==> src/rtl/aes_loopback_bist_if.sv <==
// AES top connection bundle: load strobe, keys and plaintext out; results and completion flags back.
interface aes_loopback_bist_if;
    logic         kld;
    logic [127:0] key_tx;
    logic [127:0] key_rx;
    logic [127:0] text_out;
    logic [127:0] enc_data;
    logic [127:0] dec_data;
    logic         enc_complete;
    logic         dec_complete;

    // BIST controller side
    modport master (
        output kld, key_tx, key_rx, text_out,
        input  enc_data, dec_data, enc_complete, dec_complete
    );

    // AES top side
    modport slave (
        input  kld, key_tx, key_rx, text_out,
        output enc_data, dec_data, enc_complete, dec_complete
    );
endinterface

==> src/rtl/aes_loopback_bist.sv <==
// aes_loopback_bist: streams LFSR plaintexts through an AES encrypt/decrypt top,
// checks every round trip and keeps run statistics (count, errors, first failure).
module aes_loopback_bist #(
    parameter int NUM_VECTORS    = 16,
    parameter int KLD_CYCLES     = 1,
    parameter int TIMEOUT_CYCLES = 1024,
    parameter int CNT_W          = 16
) (
    input  logic               clk,
    input  logic               rst,
    input  logic               start,
    input  logic [127:0]       key_in,
    input  logic [127:0]       seed,
    input  logic               fault_inject,
    aes_loopback_bist_if.master aes,
    output logic               busy,
    output logic               done,
    output logic               pass,
    output logic               timeout_flag,
    output logic [CNT_W-1:0]   vec_count,
    output logic [CNT_W-1:0]   err_count,
    output logic [CNT_W-1:0]   first_fail_idx
);
    localparam int WAIT_W = (TIMEOUT_CYCLES > 1) ? $clog2(TIMEOUT_CYCLES) : 1;
    localparam int LOAD_W = (KLD_CYCLES > 1) ? $clog2(KLD_CYCLES) : 1;

    localparam logic [CNT_W-1:0]  CNT_ZERO  = {CNT_W{1'b0}};
    localparam logic [CNT_W-1:0]  CNT_ALL1  = {CNT_W{1'b1}};
    localparam logic [CNT_W-1:0]  CNT_ONE   = CNT_W'(32'd1);
    localparam logic [CNT_W-1:0]  CNT_LAST  = CNT_W'(NUM_VECTORS);
    localparam logic [WAIT_W-1:0] WAIT_ZERO = WAIT_W'(32'd0);
    localparam logic [WAIT_W-1:0] WAIT_ONE  = WAIT_W'(32'd1);
    localparam logic [WAIT_W-1:0] WAIT_LAST = WAIT_W'(TIMEOUT_CYCLES - 1);
    localparam logic [LOAD_W-1:0] LOAD_ZERO = LOAD_W'(32'd0);
    localparam logic [LOAD_W-1:0] LOAD_ONE  = LOAD_W'(32'd1);
    localparam logic [LOAD_W-1:0] LOAD_LAST = LOAD_W'(KLD_CYCLES - 1);

    typedef enum logic [2:0] {
        ST_IDLE  = 3'd0,
        ST_LOAD  = 3'd1,
        ST_WAIT  = 3'd2,
        ST_CHECK = 3'd3,
        ST_NEXT  = 3'd4,
        ST_DONE  = 3'd5
    } state_t;

    // Galois step with the GF(2^128) reduction polynomial x^128 + x^7 + x^2 + x + 1.
    function automatic logic [127:0] lfsr_step(input logic [127:0] v);
        lfsr_step = {v[126:0], 1'b0} ^ (v[127] ? 128'h87 : 128'h0);
    endfunction

    // An all-zero LFSR would lock up, so a zero seed is replaced by 1.
    function automatic logic [127:0] seed_fix(input logic [127:0] s);
        seed_fix = (s == 128'h0) ? 128'h1 : s;
    endfunction

    state_t              state_r, state_nxt_s;
    logic [LOAD_W-1:0]   load_cnt_r;
    logic [WAIT_W-1:0]   wait_cnt_r;
    logic [127:0]        lfsr_r, key_tx_r, key_rx_r, enc_cap_r, dec_cap_r;
    logic                enc_seen_r, ord_err_r;
    logic                kld_r, busy_r, done_r, tf_r;
    logic [CNT_W-1:0]    vec_r, err_r, ffi_r;
    logic                fail_s;
    logic [CNT_W-1:0]    vec_inc_s, err_inc_s;

    assign aes.kld        = kld_r;
    assign aes.key_tx     = key_tx_r;
    assign aes.key_rx     = key_rx_r;
    assign aes.text_out   = lfsr_r;
    assign busy           = busy_r;
    assign done           = done_r;
    assign pass           = done_r & (err_r == CNT_ZERO) & ~tf_r;
    assign timeout_flag   = tf_r;
    assign vec_count      = vec_r;
    assign err_count      = err_r;
    assign first_fail_idx = ffi_r;

    // Per-vector verdict and the saturating/incrementing counter values.
    always_comb begin
        fail_s    = ord_err_r | (dec_cap_r != lfsr_r) | (enc_cap_r == lfsr_r);
        vec_inc_s = vec_r + CNT_ONE;
        err_inc_s = (err_r == CNT_ALL1) ? err_r : (err_r + CNT_ONE);
    end

    // Next-state decision for the run sequencer.
    always_comb begin
        state_nxt_s = state_r;
        case (state_r)
            ST_IDLE, ST_DONE: begin
                if (start) state_nxt_s = ST_LOAD;
                else       state_nxt_s = state_r;
            end
            ST_LOAD: begin
                if (load_cnt_r == LOAD_LAST) state_nxt_s = ST_WAIT;
                else                         state_nxt_s = ST_LOAD;
            end
            ST_WAIT: begin
                if (aes.dec_complete)              state_nxt_s = ST_CHECK;
                else if (wait_cnt_r == WAIT_LAST)  state_nxt_s = ST_DONE;
                else                               state_nxt_s = ST_WAIT;
            end
            ST_CHECK: state_nxt_s = ST_NEXT;
            ST_NEXT: begin
                if (vec_inc_s == CNT_LAST) state_nxt_s = ST_DONE;
                else                       state_nxt_s = ST_LOAD;
            end
            default: state_nxt_s = ST_IDLE;
        endcase
    end

    // State register.
    always_ff @(posedge clk or posedge rst) begin
        if (rst) state_r <= ST_IDLE;
        else     state_r <= state_nxt_s;
    end

    // Strobes registered from the next state so they change together with the state.
    always_ff @(posedge clk or posedge rst) begin
        if (rst) begin
            kld_r  <= 1'b0;
            busy_r <= 1'b0;
            done_r <= 1'b0;
        end else begin
            kld_r  <= (state_nxt_s == ST_LOAD);
            busy_r <= (state_nxt_s != ST_IDLE) && (state_nxt_s != ST_DONE);
            done_r <= (state_nxt_s == ST_DONE);
        end
    end

    // Run datapath: key/LFSR latching, result capture and statistics.
    always_ff @(posedge clk or posedge rst) begin
        if (rst) begin
            load_cnt_r <= LOAD_ZERO;
            wait_cnt_r <= WAIT_ZERO;
            lfsr_r     <= 128'h0;
            key_tx_r   <= 128'h0;
            key_rx_r   <= 128'h0;
            enc_cap_r  <= 128'h0;
            dec_cap_r  <= 128'h0;
            enc_seen_r <= 1'b0;
            ord_err_r  <= 1'b0;
            tf_r       <= 1'b0;
            vec_r      <= CNT_ZERO;
            err_r      <= CNT_ZERO;
            ffi_r      <= CNT_ALL1;
        end else begin
            case (state_r)
                ST_IDLE, ST_DONE: begin
                    if (start) begin
                        key_tx_r   <= key_in;
                        key_rx_r   <= key_in ^ {127'd0, fault_inject};
                        lfsr_r     <= seed_fix(seed);
                        load_cnt_r <= LOAD_ZERO;
                        tf_r       <= 1'b0;
                        vec_r      <= CNT_ZERO;
                        err_r      <= CNT_ZERO;
                        ffi_r      <= CNT_ALL1;
                    end
                end
                ST_LOAD: begin
                    load_cnt_r <= load_cnt_r + LOAD_ONE;
                    wait_cnt_r <= WAIT_ZERO;
                    enc_seen_r <= 1'b0;
                    ord_err_r  <= 1'b0;
                end
                ST_WAIT: begin
                    wait_cnt_r <= wait_cnt_r + WAIT_ONE;
                    // Keep the first ciphertext, but always take the one coinciding with dec_complete.
                    if (aes.enc_complete && (!enc_seen_r || aes.dec_complete)) enc_cap_r <= aes.enc_data;
                    if (aes.enc_complete) enc_seen_r <= 1'b1;
                    if (aes.dec_complete) begin
                        dec_cap_r <= aes.dec_data;
                        ord_err_r <= ~enc_seen_r & ~aes.enc_complete;
                    end else if (wait_cnt_r == WAIT_LAST) begin
                        tf_r  <= 1'b1;
                        err_r <= err_inc_s;
                        if (ffi_r == CNT_ALL1) ffi_r <= vec_r;
                    end
                end
                ST_CHECK: begin
                    if (fail_s) begin
                        err_r <= err_inc_s;
                        if (ffi_r == CNT_ALL1) ffi_r <= vec_r;
                    end
                end
                ST_NEXT: begin
                    vec_r      <= vec_inc_s;
                    lfsr_r     <= lfsr_step(lfsr_r);
                    load_cnt_r <= LOAD_ZERO;
                end
                default: begin
                end
            endcase
        end
    end
endmodule
==> src/flat_wrapper.sv <==
// flat-port wrapper written by rule: the top's interface ports become plain ports
module aes_loopback_bist_flat 
#(
    parameter int NUM_VECTORS    = 16,
    parameter int KLD_CYCLES     = 1,
    parameter int TIMEOUT_CYCLES = 1024,
    parameter int CNT_W          = 16
)
  (clk, rst, start, key_in, seed, fault_inject, busy, done, pass, timeout_flag, vec_count, err_count, first_fail_idx, aes_kld, aes_key_tx, aes_key_rx, aes_text_out, aes_enc_data, aes_dec_data, aes_enc_complete, aes_dec_complete);
  aes_loopback_bist_if aes_i ();
  input  logic clk;
  input  logic rst;
  input  logic start;
  input  logic [127:0] key_in;
  input  logic [127:0] seed;
  input  logic fault_inject;
  output logic busy;
  output logic done;
  output logic pass;
  output logic timeout_flag;
  output logic [CNT_W-1:0] vec_count;
  output logic [CNT_W-1:0] err_count;
  output logic [CNT_W-1:0] first_fail_idx;
  output wire logic [$bits(aes_i.kld)-1:0] aes_kld;
  output wire logic [$bits(aes_i.key_tx)-1:0] aes_key_tx;
  output wire logic [$bits(aes_i.key_rx)-1:0] aes_key_rx;
  output wire logic [$bits(aes_i.text_out)-1:0] aes_text_out;
  input wire logic [$bits(aes_i.enc_data)-1:0] aes_enc_data;
  input wire logic [$bits(aes_i.dec_data)-1:0] aes_dec_data;
  input wire logic [$bits(aes_i.enc_complete)-1:0] aes_enc_complete;
  input wire logic [$bits(aes_i.dec_complete)-1:0] aes_dec_complete;
  assign aes_kld = aes_i.kld;
  assign aes_key_tx = aes_i.key_tx;
  assign aes_key_rx = aes_i.key_rx;
  assign aes_text_out = aes_i.text_out;
  assign aes_i.enc_data = aes_enc_data;
  assign aes_i.dec_data = aes_dec_data;
  assign aes_i.enc_complete = aes_enc_complete;
  assign aes_i.dec_complete = aes_dec_complete;
  aes_loopback_bist #(.NUM_VECTORS(NUM_VECTORS), .KLD_CYCLES(KLD_CYCLES), .TIMEOUT_CYCLES(TIMEOUT_CYCLES), .CNT_W(CNT_W)) u_core (.clk(clk), .rst(rst), .start(start), .key_in(key_in), .seed(seed), .fault_inject(fault_inject), .aes(aes_i), .busy(busy), .done(done), .pass(pass), .timeout_flag(timeout_flag), .vec_count(vec_count), .err_count(err_count), .first_fail_idx(first_fail_idx));
endmodule
==> config.mk <==
export PLATFORM = sky130hd
export DESIGN_NAME = aes_loopback_bist_flat
export DESIGN_NICKNAME = d
export VERILOG_FILES = /design/src/rtl/aes_loopback_bist_if.sv /design/src/rtl/aes_loopback_bist.sv /design/src/flat_wrapper.sv
export SDC_FILE = /design/constraint.sdc
export NUM_CORES = 2
export LEC_CHECK = 0
export CORE_AREA = 8 8 361 363
export CTS_BUF_LIST = sky130_fd_sc_hd__clkbuf_8
export CTS_CLUSTER_DIAMETER = 50
export DETAILED_ROUTE_END_ITERATION = 10
export DIE_AREA = 0 0 369 371
export PLACE_DENSITY = 0.57
export SLEW_MARGIN = 20
export SYNTH_ARGS = -nofsm -noshare
export SYNTH_HDL_FRONTEND = slang
export SYNTH_SLANG_ARGS = --single-unit
==> constraint.sdc <==
create_clock -name clk -period 30.2 [get_ports clk]
set_input_delay 6.04 -clock clk [delete_from_list [all_inputs] [get_ports clk]]
set_output_delay 6.04 -clock clk [all_outputs]
set_load 0.01 [all_outputs]
## Word level (Yosys, flattened, before mapping)

Index checks and enable logic that the tools add are counted.
W data, S select, Z words.

| storage, ports and cells | value |
|---|---|
| bits in registers | 708 |
| input port bits | 518 |
| logic and storage cells | 107 |

| cells by class | value |
|---|---|
| add/subtract/negate cells | 4 |
| eq/ne operators | 20 |
| muxes and demuxes | 33 |
| bitwise logic cells | 10 |
| reductions and logical operators | 23 |

Operators by type and width:

| cell | number |
|---|---|
| $mux W128 | 2 |
| $pmux W128 S2 | 1 |
| $mux W16 | 10 |
| $eq A128 B128 Y1 | 1 |
| $logic_not A128 Y1 | 1 |
| $ne A128 B128 Y1 | 1 |
| $xor A128 B1 Y128 | 1 |
| $xor A128 B128 Y128 | 1 |
| $pmux W16 S3 | 2 |
| $add A16 B1 Y16 const B | 2 |
| $eq A16 B16 Y1 const B | 2 |
| $pmux W16 S2 | 1 |
| $pmux W10 S2 | 1 |
| $eq A16 B5 Y1 const B | 1 |
| $logic_not A16 Y1 | 1 |
| $pmux W3 S5 | 1 |
| $reduce_and A2 Y1 | 7 |
| $mux W3 | 4 |
| $add A10 B1 Y10 const B | 1 |
| $eq A10 B10 Y1 const B | 1 |
| $eq A3 B3 Y1 const B | 3 |
| $reduce_bool A3 Y1 | 3 |
| $mux W8 | 1 |
| $ne A2 B2 Y1 const B | 4 |
| other kinds (20) | 37 |

## Depth between registers and ports, before layout

| logic depth | value |
|---|---|
| word-level depth | 6 |
| depth in mapped cells | 12 |
| gate-level depth less buffers | 9 |

## Least setup slack after synthesis

Ideal clock, no wire load.

| timing | value |
|---|---|
| path kind | input-to-reg |
| start point | input port start |
| end point | register u_core.ffi_r[0] (netlist: u_core.first_fail_idx[0]) |
| arrival time | 7417 ps |
| required time | 30120 ps |
| setup slack | 22703 ps |
| stages on the path | 9 |
| path buffers | 2 |
| path through | nor2b_1 -> nand2_1 -> nand2_1 -> a22oi_1 -> o21a_1 -> or3_4 -> buf_6 -> buf_12 -> o22a_1 |

| on the way | value |
|---|---|
| cells in the longest elaborated chain, start to end | 2 |

RTL lines:

| item | RTL line | RTL |
|---|---|---|
| start: declaration | flat_wrapper.sv:13 | `input logic start;` |
| $ne A2 B2 Y1 (no source line) | n/a |  |
| $reduce_and A5 Y1 (no source line) | n/a |  |
| end signal: assignment | aes_loopback_bist.sv:178 | `if (ffi_r == CNT_ALL1) ffi_r <= vec_r;` |
| end signal: assignment | aes_loopback_bist.sv:184 | `if (ffi_r == CNT_ALL1) ffi_r <= vec_r;` |
| end: declaration | aes_loopback_bist.sv:63 | `logic [CNT_W-1:0] vec_r, err_r, ffi_r;` |

No other way between the ends.
A chain may end at the register's enable or synchronous reset.

## Worst setup path after layout

| timing | value |
|---|---|
| start point | input port start |
| end point | register u_core.lfsr_r[123] (netlist: u_core.aes.text_out[123]) |

| on the way | value |
|---|---|
| cells in the longest elaborated chain, start to end | 2 |

RTL lines:

| item | RTL line | RTL |
|---|---|---|
| $ne A2 B2 Y1 (no source line) | n/a |  |
| $reduce_and A2 Y1 (no source line) | n/a |  |
| end signal: assignment | aes_loopback_bist.sv:153 | `lfsr_r <= seed_fix(seed);` |
| end signal: assignment | aes_loopback_bist.sv:189 | `lfsr_r <= lfsr_step(lfsr_r);` |
| end: declaration | aes_loopback_bist.sv:60 | `logic [127:0] lfsr_r, key_tx_r, key_rx_r, enc_cap_r, dec_cap_r;` |

No other way between the ends.

==> run metrics <==
layout cell share with drive strength beyond 1 0.09937; fin nets 4238; CP max-delay cell buf_4; final setup fails 0; final hold vios 0; most common cell after layout, fill and taps aside nand2_1; GRT overflow 0; CTS sink cnt 581; CTS tree yes; Post-synth ARST share 1.000; post-route setup TNS 0 ps; CTS Buf Count 110; H-tree depth 3; CP Launch Type input pin; sequential area share after synthesis 0.5298; Synth Area per Inst 9.561 sq um; Seq cells post-synth 581; First-pass DRT Iterations 6; hold_buf cts 0; Multi-input gate area 11300 sq um; most frequent CP cell buf_4; Post-synth EDFFs 0; Slew headroom 0.1551; Placed Area 37990 sq um; row cnt 130; DR vias/cell 4.635; FF+latch area 14560 sq um; post-CTS setup buffers 0; Setup Skew 48.96 ps; Tcrit/Tclk final 0.2918; Synth warnings 0; Worst Max-Slew Pin Slew 1267 ps; IO Pins 955; Max VDD drop 0.05760 mV; pin count of the biggest net entering global routing 145; most frequent cells in the layout nand2_1, clkdlybuf4s50_1, dfrtp_1, xor2_1, clkbuf_8; fmax 0.1135 GHz; Yosys cell types 62; die height 371 um; Fill cells 12960; Avg WL per Cell 29.21 um; cell area after layout 40360 sq um; post-route DRC violation count 0; syn nets 3397; Critical Path AT 9530 ps; Routability Congestion 0.9175; synthesized instance count 2874; die width 369 um; vias in the first global route 25830; Final ANT Viol Nets 0; crit-path leading delay family buffers and inverters; initial antenna violation count 62; Port Buffers 954; Pwr Density 111.7 nW/um^2; largest stage delay on the critical path 730 ps; overall via count from detail_route 25390; run status complete, no violations; crit path cell chain clkdlybuf4s50_1 > nor2b_1 > o21a_4 > buf_4 > buf_4 > nand2_1 > a31oi_1; WP buf/inv 3; DPL Wire Length 129.1 mm; Clock Path Buffers 3; Post-Synthesis Cell Area 27480 sq um; Main synth FF type dfrtp_1; Lkg Pwr 18.06 nW; crit-path max FO 67; flop-to-flop setup slack 26050 ps; clk slew on worst S/H paths 70 ps; Setup CP Type input pin to flop; number of gates resized after cts 0; first-pass GRT wire length 216.4 mm; max-cap viol count 0; RSZ-0062 raised after global routing no; min cycle time layout 8811 ps; Total GRT Usage 0.2237; die area 136900 sq um; Core Area 124600 sq um; DR iter-0 viols 2186; fin. max-slew vios 0; Post-Route WL 160.0 mm; clk root buf clkbuf_8; clk_lat worst skew 790 ps; Initial Util 0.2205; Crit. End Element flop; area grow syn2layout 46.90%; worst min path class flop to flop; CP Data Required Time 30920 ps
==> sequential cells by signal, indices dropped and copies added (netlist names), 2 cells and up <==
name,cells
u_core.vec_count,16
u_core.aes.text_out,128
u_core.enc_cap_r,128
u_core.err_count,16
u_core.aes.key_tx,2
u_core.state_r,3
u_core.dec_cap_r,128
u_core.first_fail_idx,16
u_core.wait_cnt_r,10
u_core.aes.key_rx,127
==> layout make-up <==
| type | instances | share of cell area |
|---|---|---|
| Antenna cell | 23 | 0.001426 |
| Clock buffer | 133 | 0.04535 |
| Clock inverter | 68 | 0.01209 |
| Inverter | 45 | 0.004371 |
| Multi-Input combinational cell | 1980 | 0.2800 |
| Sequential cell | 581 | 0.3607 |
| Tap cell | 1650 | 0.05115 |
| Timing Repair Buffer | 997 | 0.2449 |
==> final timing paths <==
check	from	end	cells past startpoint
max	start	u_core.aes.text_out[123]	7
min	u_core.aes.key_rx[0]	u_core.aes.key_rx[0]	2
max reg2reg	u_core.aes.text_out[67]	u_core.err_count[8]	9
min reg2reg	u_core.aes.key_rx[0]	u_core.aes.key_rx[0]	2
max in group asynchronous	rst	u_core.aes.key_tx[0]	5
min in group asynchronous	rst	u_core.aes.text_out[25]	2
==> synthesized netlist by cell type (16+ instances only) <==
cell	count	area, sq um
dfrtp_1	565	14140
nand4_1	39	244.0
mux2_2	129	1453
dfstp_2	16	420.4
xnor2_1	44	385.4
nor2_1	52	195.2
o22ai_1	16	100.1
o22a_1	17	148.9
inv_1	45	168.9
o31ai_1	17	127.6
nor4_1	84	525.5
o21ai_0	80	400.4
clkbuf_1	122	457.9
a22oi_1	110	825.8
nand3_1	27	135.1
xor2_1	178	1559
nand2_1	1009	3787
nand2b_1	20	125.1
nor2b_1	20	125.1
buf_4	129	968.4
==> worst register-to-register path: stages (launching register included) <==
cell and delay, ps:
dfrtp_1 550, xor2_1 250, nor4_2 880, nand4_1 280, nor4_2 590, nand4_1 130
and3_1 210, buf_4 230, or3_1 600, o31ai_1 290
==> power by group <==
group / total, mW / internal (mW) / switching (mW)
sequential: 1.59 / 1.13 / 0.461
clock: 0.816 / 0.437 / 0.378
combinational: 2.10 / 0.910 / 1.19
==> kinds of logic (layout without fill, tap and decap cells) <==
logic type / after synthesis / count (layout) / share of synthesized area
muxes: 131 / 131 / 0.05359
buffers and inverters: 313 / 1243 / 0.06184
and+or+nand+nor: 1303 / 1303 / 0.2007
DFF: 581 / 581 / 0.5298
AOI/OAI and AO/OA: 319 / 319 / 0.08101
other: 0 / 23 / 0
adders and majority gates: 5 / 5 / 0.002277
xor gates and xnor gates: 222 / 222 / 0.07076
==> metrics by stage <==
stage | power, mW | cells | hold slack (ps) | util | worst slack, ps
global placement | 3.717 | 5253 | 462.5 | 0.3049 | 20550
detailed placement | 3.739 | 5253 | 477.2 | 0.3049 | 20550
finish | 4.509 | 5477 | 488.2 | 0.3240 | 21390
floorplan | 2.447 | 2874 | 451.2 | - | 7930
CTS | 4.583 | 5454 | 490.6 | 0.3235 | 21380
global route | 4.762 | 5462 | 505.3 | 0.3237 | 21100
==> per-layer routing <==
layer,routed length (um),vias to the layer above,share of wire,track usage
met2,75330,1296,0.47,0.3677
met1,62490,12540,0.39,0.2734
met3,15520,290,0.097,0.07092
met5,169,-,0.0011,0
met4,6489,28,0.041,0.08470
li1,-,11230,-,-
(Power assumes the default switching activity.)
